### config.mk
export PLATFORM = sky130hd
export DESIGN_NAME = hilo_muldiv_sequencer
export DESIGN_NICKNAME = d
export VERILOG_FILES = /design/src/rtl/muldiv_pkg.sv /design/src/rtl/muldiv_step.sv /design/src/rtl/hilo_muldiv_sequencer.sv
export SDC_FILE = /design/constraint.sdc
export NUM_CORES = 1
export LEC_CHECK = 0
export CAP_MARGIN = 20
export CORE_MARGIN = 2
export CORE_UTILIZATION = 63
export CTS_BUF_LIST = sky130_fd_sc_hd__clkbuf_16
export CTS_CLUSTER_SIZE = 16
export DETAILED_ROUTE_END_ITERATION = 12
export PLACE_DENSITY = 0.88
export SLEW_MARGIN = 20
export SYNTH_ARGS = -nofsm -noshare
export SYNTH_HDL_FRONTEND = slang
export SYNTH_SLANG_ARGS = --single-unit
### constraint.sdc
create_clock -name clk -period 11.7 [get_ports clk]
set_input_delay 2.34 -clock clk [delete_from_list [all_inputs] [get_ports clk]]
set_output_delay 2.34 -clock clk [all_outputs]
set_load 0.01 [all_outputs]
### src/rtl/muldiv_pkg.sv
// Shared definitions for the HI/LO multiply/divide sequencer.
package muldiv_pkg;

    localparam int DEF_ITERS = 32;
    localparam int DEF_WIDTH = 32;

    localparam logic [1:0] OP_MULT  = 2'b00;
    localparam logic [1:0] OP_MULTU = 2'b01;
    localparam logic [1:0] OP_DIV   = 2'b10;
    localparam logic [1:0] OP_DIVU  = 2'b11;

    typedef enum logic [1:0] {
        IDLE = 2'd0,
        CALC = 2'd1,
        FIX  = 2'd2
    } state_t;

    // Divide ops have op[1] set; the unsigned variants have op[0] set.
    function automatic logic op_is_div(input logic [1:0] op);
        return op[1];
    endfunction

    function automatic logic op_is_signed(input logic [1:0] op);
        return ~op[0];
    endfunction

endpackage

### src/rtl/muldiv_step.sv
// One iteration of unsigned shift-add multiply or restoring divide.
// Multiply: acc = {partial product high, remaining multiplier bits}.
// Divide:   acc = {partial remainder, remaining dividend / quotient bits}.
module muldiv_step
    import muldiv_pkg::*;
#(
    parameter int WIDTH = DEF_WIDTH
) (
    input  logic [2*WIDTH-1:0] acc,
    input  logic [WIDTH-1:0]   operand,
    input  logic               is_div,
    output logic [2*WIDTH-1:0] acc_nxt
);

    logic [WIDTH-1:0] acc_hi;
    logic [WIDTH-1:0] acc_lo;
    logic [WIDTH:0]   sum;
    logic [WIDTH:0]   rem_sh;
    logic [WIDTH-1:0] diff;

    // Compute both candidate updates and select by operation class.
    always_comb begin
        acc_hi = acc[2*WIDTH-1:WIDTH];
        acc_lo = acc[WIDTH-1:0];
        // Multiply: conditionally add, keep the carry, then shift right.
        sum    = {1'b0, acc_hi} + (acc_lo[0] ? {1'b0, operand} : '0);
        // Divide: shift the next dividend bit into the remainder.
        rem_sh = {acc_hi, acc_lo[WIDTH-1]};
        // When the subtraction is kept the result is below the divisor,
        // so the low WIDTH bits hold it exactly.
        diff   = rem_sh[WIDTH-1:0] - operand;
        if (is_div) begin
            if (rem_sh >= {1'b0, operand}) begin
                acc_nxt = {diff, acc_lo[WIDTH-2:0], 1'b1};
            end else begin
                acc_nxt = {rem_sh[WIDTH-1:0], acc_lo[WIDTH-2:0], 1'b0};
            end
        end else begin
            acc_nxt = {sum, acc_lo[WIDTH-1:1]};
        end
    end

endmodule

### src/rtl/hilo_muldiv_sequencer.sv
// Multi-cycle MULT/MULTU/DIV/DIVU controller owning the HI/LO pair and
// the pipeline stall for dependent instructions.
module hilo_muldiv_sequencer
    import muldiv_pkg::*;
#(
    parameter int ITERS = DEF_ITERS,
    parameter int WIDTH = DEF_WIDTH
) (
    input  logic             clk,
    input  logic             reset,
    input  logic             start,
    input  logic [1:0]       op,
    input  logic [WIDTH-1:0] rs_val,
    input  logic [WIDTH-1:0] rt_val,
    input  logic             read_hilo,
    input  logic             mthi_we,
    input  logic             mtlo_we,
    input  logic [WIDTH-1:0] wr_data,
    output logic [WIDTH-1:0] hi_out,
    output logic [WIDTH-1:0] lo_out,
    output logic             busy,
    output logic             done,
    output logic             div0,
    output logic             stall_out
);

    localparam int CNT_W = (ITERS > 1) ? $clog2(ITERS) : 1;

    state_t             state;
    state_t             state_nxt;
    logic [CNT_W-1:0]   cnt;
    logic               is_div_r;
    logic               neg_res_r;
    logic               neg_rem_r;
    logic [WIDTH-1:0]   b_mag;
    logic [WIDTH-1:0]   rs_raw;
    logic [2*WIDTH-1:0] acc;
    logic [2*WIDTH-1:0] acc_nxt;
    logic [WIDTH-1:0]   hi_r;
    logic [WIDTH-1:0]   lo_r;
    logic [WIDTH-1:0]   fix_hi;
    logic [WIDTH-1:0]   fix_lo;
    logic               done_r;
    logic               div0_r;
    logic               op_signed;

    // Magnitude of a two's-complement value; the most negative value maps
    // to itself, which as an unsigned magnitude is the correct 2^(WIDTH-1).
    function automatic logic [WIDTH-1:0] magnitude(input logic signed [WIDTH-1:0] x,
                                                   input logic use_sign);
        return (use_sign && (x < 0)) ? -x : x;
    endfunction

    function automatic logic [WIDTH-1:0] cond_neg(input logic [WIDTH-1:0] x,
                                                  input logic neg);
        return neg ? -x : x;
    endfunction

    function automatic logic [2*WIDTH-1:0] cond_neg2(input logic [2*WIDTH-1:0] x,
                                                     input logic neg);
        return neg ? -x : x;
    endfunction

    assign op_signed = op_is_signed(op);

    muldiv_step #(
        .WIDTH (WIDTH)
    ) u_step (
        .acc     (acc),
        .operand (b_mag),
        .is_div  (is_div_r),
        .acc_nxt (acc_nxt)
    );

    // State register.
    always_ff @(posedge clk) begin
        if (reset) begin
            state <= IDLE;
        end else begin
            state <= state_nxt;
        end
    end

    // Next-state logic: capture, iterate ITERS times, one fixup edge.
    always_comb begin
        state_nxt = state;
        case (state)
            IDLE:    if (start) state_nxt = CALC;
            CALC:    if (cnt == CNT_W'(ITERS - 1)) state_nxt = FIX;
            FIX:     state_nxt = IDLE;
            default: state_nxt = IDLE;
        endcase
    end

    // Iteration counter and the registered completion flags.
    always_ff @(posedge clk) begin
        if (reset) begin
            cnt    <= '0;
            done_r <= 1'b0;
            div0_r <= 1'b0;
        end else begin
            done_r <= (state == FIX);
            div0_r <= (state == FIX) && is_div_r && (b_mag == '0);
            if (state == CALC) begin
                cnt <= cnt + CNT_W'(1);
            end else begin
                cnt <= '0;
            end
        end
    end

    // Operand capture in IDLE and accumulator update during CALC; frozen otherwise.
    always_ff @(posedge clk) begin
        if (state == IDLE && start) begin
            is_div_r  <= op_is_div(op);
            neg_res_r <= op_signed & (rs_val[WIDTH-1] ^ rt_val[WIDTH-1]);
            neg_rem_r <= op_signed & rs_val[WIDTH-1];
            b_mag     <= magnitude(rt_val, op_signed);
            rs_raw    <= rs_val;
            acc       <= {{WIDTH{1'b0}}, magnitude(rs_val, op_signed)};
        end else if (state == CALC) begin
            acc <= acc_nxt;
        end
    end

    // Sign fixup of the unsigned result; divide-by-zero yields all-ones / dividend.
    always_comb begin
        fix_hi = '0;
        fix_lo = '0;
        if (is_div_r) begin
            if (b_mag == '0) begin
                fix_lo = '1;
                fix_hi = rs_raw;
            end else begin
                fix_lo = cond_neg(acc[WIDTH-1:0], neg_res_r);
                fix_hi = cond_neg(acc[2*WIDTH-1:WIDTH], neg_rem_r);
            end
        end else begin
            {fix_hi, fix_lo} = cond_neg2(acc, neg_res_r);
        end
    end

    // HI/LO: result write on the fixup edge, MTHI/MTLO only while idle.
    always_ff @(posedge clk) begin
        if (reset) begin
            hi_r <= '0;
            lo_r <= '0;
        end else if (state == FIX) begin
            hi_r <= fix_hi;
            lo_r <= fix_lo;
        end else if (state == IDLE) begin
            if (mthi_we) hi_r <= wr_data;
            if (mtlo_we) lo_r <= wr_data;
        end
    end

    assign hi_out    = hi_r;
    assign lo_out    = lo_r;
    assign done      = done_r;
    assign div0      = div0_r;
    assign busy      = (state != IDLE);
    assign stall_out = busy & (start | read_hilo | mthi_we | mtlo_we);

endmodule

==> results of run 1 <==
[final cells by class]
cell class | instances | area, sq um
diodes | 1 | 2.50
clock buffers | 25 | 626
clock inverters | 19 | 145
fillers | 1838 | 6160
inverters | 67 | 254
multi-input cells | 1567 | 9890
flip-flops and latches | 204 | 5070
well taps | 324 | 405
repair buffers | 188 | 1830
[worst register-to-register path, delay by kind of cell, from the launching register on]
kind            cells  cell delay [ns]
flops               1             0.49
simple gates        1             0.17
compound gates      8             2.35
fa+ha+maj           1             0.47
xor+xnor            1             0.18
buf+inv             2             0.49
[layer usage]
metal	vias to the layer above	global-route usage [%]	wire, microns
met3	183	12.1	7850
met1	7626	56.2	21500
met4	4	13.2	2040
li1	7393	-	-
met5	-	0	31
met2	1204	60.8	23200
[sequential cells by signal, indices dropped and copies added (netlist names)]
signal,cells
lo_out,32
state,2
done,1
hi_out,32
b_mag,32
acc,64
neg_res_r,1
neg_rem_r,1
is_div_r,1
div0,1
cnt,5
rs_raw,32
[cell families after synthesis]
group                      Yosys count  share of synthesized area [%]
AOI/OAI and AO/OA                  620                           25.2
buffers and inverters              187                           4.51
and+or+nand+nor                    662                           19.8
adders and majority gates           72                           5.85
DFF                                204                           32.4
xor gates and xnor gates           175                           9.79
muxes                               38                           2.45
[through the flow]
stage                     setup slack [ns]  hold slack, ns
after global routing                  5.70           0.481
after detailed placement              5.74           0.447
after CTS                             5.74           0.458
after global placement                5.77           0.441
final                                 5.75           0.459
after floorplan                       6.36           0.433
[path summary, 6_finish.rpt]
path	endpoint	slack (ns)	depth (start not counted)
setup / recovery	stall_out	5.75	4
hold / removal	hi_out[3]	0.46	2
setup reg to reg	acc[57]	7.44	13
hold reg to reg	hi_out[3]	0.46	2
[where the power goes]
| part | switching (W) | internal, W | leakage, nW | total, W |
|---|---|---|---|---|
| combinational | 0.000626 | 0.000424 | 4.80 | 0.00105 |
| clock | 0.000310 | 0.000431 | 0.413 | 0.000741 |
| sequential | 0.000149 | 0.000841 | 1.83 | 0.000990 |
| total | 0.00109 | 0.00170 | 7.05 | 0.00278 |
[layout by cell type, fill, tap and decap left out, types with 40 or more instances in the layout]
master,count
nor3_1,44
xnor2_1,96
edfxtp_1,99
clkdlybuf4s50_1,170
a21oi_1,167
o211ai_1,40
dfxtp_1,105
xor2_1,79
nand2_1,222
inv_1,73
nor2_1,195
o21ai_0,140
ha_1,70
==> flow_summary.toml, run 1 <==
[outcome]
outcome = "finished, final reports clean"

[clock_network]
cts_htree_levels = 1
hold_buffers = 0
post-cts-setup-buffers = 0
cts_resized = 0
clkSlewWorstSetupHoldPaths_ns = 0.06
cts_buffers = 24
clk_latency_ns = 0.53
clock_path_buffers = 3
cts_tree = "done"
numClockSinks = 204
clockRootBuffer = "clkbuf_16"

[routing]
drt_wl_total_microns = 54600
ant_nets = 0
drc = 0
vias = 16400
viasPerCell = 6.85
first_pass_iters = 7
drt_iter0_drc = 2507
detail_route.wl_per_cell_microns = 22.8

[setup_path]
cp_slowest_cell = "clkdlybuf4s50_1"
path_class = "input pin to output pin"
critPathCaptureType = "output pin"
r2r-start = "acc[0]"
cp_max_fo = 2
crit_top_cell = "clkdlybuf4s50_1"
path_cells = "clkdlybuf4s50_1 > nor4_1 > nor2_1 > clkdlybuf4s50_1"
crit_family = "buffers and inverters"
critical_path_buf_inv_count = 2
worst_path_largest_cell_delay_ns = 0.48
startpoint_type = "input pin"
setup.worst_path.start = "start"
required_ns = 9.36
critPathArrivalTime_ns = 3.61

[logic_synthesis]
netlist_instances = 1958
synth_area_leaders = "edfxtp_1 (19%), dfxtp_1 (13%), ha_1 (5.6%)"
ys_ff_latch = 204
syn_nets = 2134
synth_top_area_share_pct = 19.0
synth_top_area_cell = "edfxtp_1"
yosysMostFrequentCell = "nand2_1"
ys_warn_count = 0
ys_types = 79
synth_area_sq_mm = 0.0157
synth_edf_count = 99
synth_seq_area_share_pct = 32.4
synth_flop_cell = "dfxtp_1"
synth_area_per_cell_sq_um = 8.00
ys_async_sr_fraction_pct = 0
synth_commonest_cells = "nand2_1 (222), nor2_1 (197), a21oi_1 (167), o21ai_0 (140), dfxtp_1 (105)"

[placement]
postPlaceCellArea_sq_mm = 0.0175
io_buffers = 171
gp_congestion = 0.999
dpl.hpwl_microns = 39900
place_inst = 2350

[sta]
hold_violations = 0
final.min_clock_period_ns = 5.95
tightestPinTransition_ns = 1.17
slew_violations = 0
slew_headroom_pct = 21.7
finClkSkew_ns = 0.0127
min_period_over_period_pct = 50.9
finalSetupViolCount = 0
rsz0062_at_grt = "false"
finalSetupTns_ns = 0
fmax_mhz = 168

[global_routing]
grt_pass1_vias = 15000
antenna_found_initial = 3
overflow = 0
grt_first_pass_wirelength_microns = 83500
grt_start_max_net_pins = 111
grt_usage_pct = 40.5

[die]
coreArea_sq_mm = 0.0244
ios = 172
rows = 57
chipWidth_microns = 162
die_h_microns = 162
start_util_pct = 64.2
dieArea_sq_mm = 0.0261

[worst_hold_path]
hp-start = "hi_out[3]"
hp-class = "flip-flop to flip-flop"

[cells_and_area]
stdcell_area_sq_mm = 0.0182
stdcell_count = 2395
finalNetCount = 2228
drive_gt1_share_pct = 4.35
area_growth_pct = 16.5
final_util_pct = 74.8

[power]
power.total_w = 0.00278
leakagePower_nw = 7.05
ir_drop_v = 0.000141
powerDensity_mw_per_mm2 = 152

[flow_run]
max_cap_viol_count = 0
Power figures use the tool's default switching activity.
==> run 2, diff against run 1 <==
--- a/config.mk
+++ b/config.mk
@@ -7,11 +7,11 @@
 export LEC_CHECK = 0
 export CAP_MARGIN = 20
 export CORE_MARGIN = 2
-export CORE_UTILIZATION = 63
+export CORE_UTILIZATION = 53
 export CTS_BUF_LIST = sky130_fd_sc_hd__clkbuf_16
 export CTS_CLUSTER_SIZE = 16
 export DETAILED_ROUTE_END_ITERATION = 12
-export PLACE_DENSITY = 0.88
+export PLACE_DENSITY = 0.79
 export SLEW_MARGIN = 20
 export SYNTH_ARGS = -nofsm -noshare
 export SYNTH_HDL_FRONTEND = slang
==> constraint.sdc (replaced) <==
create_clock -name clk -period 4.9 [get_ports clk]
set_input_delay 0.98 -clock clk [delete_from_list [all_inputs] [get_ports clk]]
set_output_delay 0.98 -clock clk [all_outputs]
set_load 0.01 [all_outputs]
==> run 2 against run 1 <==
Against the previous run:
- wire length is essentially flat
- combinational power grew 150%
- critical path depth grew 10
- utilization shrank 11 points
- sequential power grew 130%
- clock power grew to 2.6 times the previous value
- cell count grew 3.1%
- clock-buffer cell count is the same
- clock skew grew 0.0026 ns
- critical path type is now flip-flop to flip-flop
- largest cell class unchanged
==> flow_summary.toml, run 2 (synthesis results as in run 1) <==
[sta]
slew_headroom_pct = 30.5
fmax_mhz = 260
min_period_over_period_pct = 78.6
rsz0062_at_grt = "false"
finalSetupViolCount = 0
hold_violations = 0
final.min_clock_period_ns = 3.85
slew_violations = 0
finClkSkew_ns = 0.0153
tightestPinTransition_ns = 1.04
finalSetupTns_ns = 0

[power]
power.total_w = 0.00684
p_int_w = 0.00424
p_seq_share_pct = 33.7
ir_drop_v = 0.000282
powerDensity_mw_per_mm2 = 369
swShare_pct = 38.1
power_frac_comb_pct = 38.1
power.share.clock_pct = 28.2
netSwitchingPower_w = 0.00260
leakagePower_nw = 7.14

[setup_path]
cp_slowest_cell = "a21oi_1"
path_class = "flip-flop to flip-flop"
reg2reg_depth = 14
cp_max_fo = 30
path_cells = "inv_1 > buf_4 > nor2_1 > ha_1 > a211oi_1 > o211ai_1 > a221oi_1 > buf_4 > o21ai_1 > a21oi_1 > o21ai_1 > o311ai_1 > mux2i_1 > a221oi_1"
required_ns = 5.27
critPathArrivalTime_ns = 4.22
critPathCaptureType = "flip-flop"
startpoint_type = "flip-flop"
r2r_setup_slack_ns = 1.05
r2r_end = "acc[61]"
r2r-start = "acc[0]"
worst_path_largest_cell_delay_ns = 0.55

[cells_and_area]
largest-register = "acc"
finalNetCount = 2244
drive_gt1_share_pct = 5.13
largest_register_ffs = 64
num_antenna_cells = 0
final_util_pct = 64.0
final_cell_mix = "nand2_1 (222), nor2_1 (195), clkdlybuf4s50_1 (170), a21oi_1 (167), o21ai_0 (140)"
area_growth_pct = 18.3
final_common_cell = "nand2_1"

[clock_network]
post-cts-setup-buffers = 0
clock_path_buffers = 3
clk_latency_ns = 0.53
cts_tree = "done"
clockRootBuffer = "clkbuf_16"
hold_buffers = 0
numClockSinks = 204
clkSlewWorstSetupHoldPaths_ns = 0.06
cts_resized = 0
cts_buffers = 24
cts_htree_levels = 1

[outcome]
outcome = "finished, final reports clean"

[die]
coreArea_sq_mm = 0.0289
rows = 62
ios = 172
die_h_microns = 176
dieArea_sq_mm = 0.0309
chipWidth_microns = 176
start_util_pct = 54.1

[global_routing]
antenna_found_initial = 1
grt_first_pass_wirelength_microns = 84000
grt_start_max_net_pins = 134
grt_pass1_vias = 14900
grt_usage_pct = 34.7
overflow = 0

[worst_hold_path]
hold-path-endpoint = "hi_out[3]"
hp-start = "hi_out[3]"
hp-class = "flip-flop to flip-flop"
min_path_cells = 2

[routing]
vias = 16000
drc = 0
drt_iter0_drc = 2055
ant_nets = 0
viasPerCell = 6.47
drt_wl_total_microns = 54600
detail_route.wl_per_cell_microns = 22.1
first_pass_iters = 6

[placement]
io_buffers = 171
gp_congestion = 0.988
dpl.hpwl_microns = 41100

[flow_run]
max_cap_viol_count = 0
## run 2: layout make-up
| class | count | area (sq um) |
|---|---|---|
| Tap cell | 384 | 480 |
| Clock inverter | 19 | 219 |
| Sequential cell | 204 | 5070 |
| Fill cell | 2509 | 10400 |
| Inverter | 67 | 254 |
| Timing Repair Buffer | 204 | 1970 |
| Multi-Input combinational cell | 1567 | 9900 |
| Clock buffer | 25 | 626 |
## run 2: per-layer routing
metal / global-route usage, % / wire length (microns) / vias up
met2: 52.7 / 23400 / 908
met1: 49.3 / 23200 / 7533
li1: - / - / 7421
met4: 9.81 / 1610 / 2
met3: 8.14 / 6390 / 110
met5: 0 / 19 / -
## run 2: worst max path at each step
stage / startpoint / to / slack, ns / depth (start not counted)
3_5_place_dp: rs_val[2] / acc[30] / 0.74 / 9
2_1_floorplan: start / acc[1] / 0.92 / 5
3_3_place_gp: rs_val[2] / acc[30] / 0.86 / 9
5_1_grt: acc[0] / acc[61] / 0.81 / 14
6_report: acc[0] / acc[61] / 1.05 / 14
4_1_cts: acc[0] / acc[61] / 1.13 / 14
## run 2: through the flow
step | hold WS (ns) | instance area [sq um] | instances | setup WS, ns
after floorplan | 0.433 | 15700 | 1958 | 0.916
after global placement | 0.441 | 17700 | 2426 | 0.857
after detailed placement | 0.455 | 17700 | 2426 | 0.737
after CTS | 0.463 | 18500 | 2470 | 1.13
after global routing | 0.472 | 18500 | 2470 | 0.813
final | 0.460 | 18500 | 2470 | 1.05
## run 2: critical path, delay by kind of cell (launching register included)
| family | cells | cell delay [ns] |
|---|---|---|
| AOI/OAI and AO/OA | 8 | 1.79 |
| buffers and inverters | 3 | 0.75 |
| DFF | 1 | 0.45 |
| adders and majority gates | 1 | 0.35 |
| muxes | 1 | 0.24 |
| and+or+nand+nor | 1 | 0.11 |
## run 2: power by group through the flow
| stage | sequential, W | combinational [W] | clock, W |
|---|---|---|---|
| after CTS | 0.00229 | 0.00254 | 0.00194 |
| final | 0.00230 | 0.00261 | 0.00193 |
| after floorplan | 0.00221 | 0.00177 | 0 |
| after detailed placement | 0.00233 | 0.00253 | 0 |
| after global placement | 0.00232 | 0.00250 | 0 |
| after global routing | 0.00232 | 0.00284 | 0.00200 |
==> run 3, diff against run 2 <==
--- a/config.mk
+++ b/config.mk
@@ -7,11 +7,11 @@
 export LEC_CHECK = 0
 export CAP_MARGIN = 20
 export CORE_MARGIN = 2
-export CORE_UTILIZATION = 53
+export CORE_UTILIZATION = 58
 export CTS_BUF_LIST = sky130_fd_sc_hd__clkbuf_16
 export CTS_CLUSTER_SIZE = 16
 export DETAILED_ROUTE_END_ITERATION = 12
-export PLACE_DENSITY = 0.79
+export PLACE_DENSITY = 0.82
 export SLEW_MARGIN = 20
 export SYNTH_ARGS = -nofsm -noshare
 export SYNTH_HDL_FRONTEND = slang
==> constraint.sdc (replaced) <==
create_clock -name clk -period 3.6 [get_ports clk]
set_input_delay 0.72 -clock clk [delete_from_list [all_inputs] [get_ports clk]]
set_output_delay 0.72 -clock clk [all_outputs]
set_load 0.01 [all_outputs]
==> run 3 against run 2 <==
Against the previous run:
- critical path depth is 3 lower
- cell count is 1.2% higher
- setup slack worse by 0.92 ns
- clock-buffer cell count stayed put
- clock skew hardly changed
- total power is 35% higher
- sequential cell count stayed put
- non-clock buffer count is 74 higher
- utilization is 6.8 points higher
- register-to-register slack worse by 0.92 ns
- wire length is 4.3% higher
- first-iteration DRC count is 16% higher
- largest power group unchanged
==> flow_summary.toml, run 3 (synthesis results as in run 1) <==
[outcome]
outcome = "finished, final reports clean"

[clock_network]
clockRootBuffer = "clkbuf_16"
cts_htree_levels = 1
cts_tree = "done"
clock_path_buffers = 3
post-cts-setup-buffers = 0
cts_buffers = 24
numClockSinks = 204
hold_buffers = 0
clkSlewWorstSetupHoldPaths_ns = 0.06
clk_latency_ns = 0.54

[cells_and_area]
final_cell_mix = "nand2_1 (222), nor2_1 (195), clkdlybuf4s50_1 (170), a21oi_1 (167), o21ai_0 (140)"
final_common_cell = "nand2_1"
largest_register_ffs = 64
finalNetCount = 2318
largest-register = "acc"
area_growth_pct = 20.8
drive_gt1_share_pct = 8.34
num_antenna_cells = 0

[setup_path]
startpoint_type = "flip-flop"
r2r-start = "acc[32]"
reg2reg_depth = 11
critPathArrivalTime_ns = 3.89
required_ns = 4.01
r2r_end = "acc[47]"
path_class = "flip-flop to flip-flop"
cp_max_fo = 20
crit_path_end = "acc[47]"
critPathCaptureType = "flip-flop"
setup.worst_path.start = "acc[32]"
r2r_setup_slack_ns = 0.12

[sta]
min_period_over_period_pct = 96.6
finalSetupTns_ns = 0
fmax_mhz = 288
final.min_clock_period_ns = 3.48
hold_violations = 0
finalSetupViolCount = 0
slew_violations = 0
finClkSkew_ns = 0.0152
tightestPinTransition_ns = 0.745
slew_headroom_pct = 50.3
rsz0062_at_grt = "true"

[power]
power.total_w = 0.00923
leakagePower_nw = 7.47
ir_drop_v = 0.000364
netSwitchingPower_w = 0.00360
powerDensity_mw_per_mm2 = 488
swShare_pct = 39.0
power.share.clock_pct = 25.1
power_frac_comb_pct = 42.0
p_seq_share_pct = 32.9
p_int_w = 0.00563

[placement]
gp_congestion = 1.00
dpl.hpwl_microns = 42900
io_buffers = 171

[routing]
drt_iter0_drc = 2391
ant_nets = 0
viasPerCell = 6.62
detail_route.wl_per_cell_microns = 22.8
vias = 16500
drt_wl_total_microns = 56900
first_pass_iters = 6
drc = 0

[global_routing]
grt_first_pass_wirelength_microns = 87200
grt_usage_pct = 39.1
grt_pass1_vias = 15500
grt_start_max_net_pins = 89
overflow = 0
antenna_found_initial = 0

[die]
chipWidth_microns = 168
ios = 172
coreArea_sq_mm = 0.0267
dieArea_sq_mm = 0.0283
die_h_microns = 168
rows = 60
start_util_pct = 58.6

[worst_hold_path]
hp-class = "flip-flop to flip-flop"
min_path_cells = 2

[flow_run]
max_cap_viol_count = 0
-- run 3: through the flow --
step / util, % / cells / hold slack [ns] / setup slack, ns / cell area (sq um)
2_1_floorplan: - / 1958 / 0.433 / 0.373 / 15700
3_3_place_gp: 68.0 / 2457 / 0.441 / 0.0840 / 18200
3_5_place_dp: 68.0 / 2457 / 0.452 / -0.0296 / 18200
4_1_cts: 70.8 / 2499 / 0.461 / 0.136 / 18900
5_1_grt: 70.8 / 2499 / 0.489 / -0.0110 / 18900
6_report: 70.8 / 2499 / 0.461 / 0.124 / 18900
-- run 3: area by class of cell --
class                      count  area (sq um)
multi-input combinational   1567          9900
fill                        2111          7810
sequential                   204          5070
timing repair buffer         278          2530
clock buffer                  25           626
tap                          341           427
inverter                      67           254
clock inverter                17           103
-- run 3: critical path, cell delays in order, from the launching register on --
cell and delay [ns]:
dfxtp_1 0.64, ha_1 0.34, nor2b_1 0.15, o31a_1 0.30, o211ai_1 0.39, and3_1 0.25, nor3_1 0.08, a31oi_1 0.41
buf_4 0.37, nor2_1 0.09, a211oi_1 0.23, o21ai_1 0.10
-- run 3: how the worst min path moves through the flow --
stage	start	slack [ns]	endpoint
2_1_floorplan	cnt[0]	0.43	cnt[0]
3_5_place_dp	hi_out[0]	0.45	hi_out[0]
4_1_cts	hi_out[0]	0.46	hi_out[0]
6_report	hi_out[3]	0.46	hi_out[3]
5_1_grt	hi_out[2]	0.49	hi_out[2]
3_3_place_gp	hi_out[20]	0.44	hi_out[20]
-- run 3: routing by layer --
| metal | up-vias | track usage (%) | part of all wire, % | wire length, microns |
|---|---|---|---|---|
| met5 | - | 0 | 0 | 0 |
| met4 | 0 | 12.4 | 3.5 | 2020 |
| met3 | 145 | 7.78 | 12 | 6870 |
| met2 | 1053 | 59.7 | 43 | 24600 |
| met1 | 7802 | 55.7 | 41 | 23500 |
| li1 | 7548 | - | - | - |
-- run 3: timing repair --
| action | 4_1_cts | 5_1_grt |
|---|---|---|
| endpoints found under the hold margin | 0 | 0 |
| endpoints found under the setup margin | 0 | 2 |
| gates resized for setup | 0 | 1 |
-- run 3: power by group through the flow --
stage	clock [W]	combinational [W]	sequential, W
after floorplan	0	0.00241	0.00301
after global placement	0	0.00367	0.00305
after detailed placement	0	0.00373	0.00306
after CTS	0.00233	0.00377	0.00302
after global routing	0.00241	0.00418	0.00305
final	0.00232	0.00388	0.00304
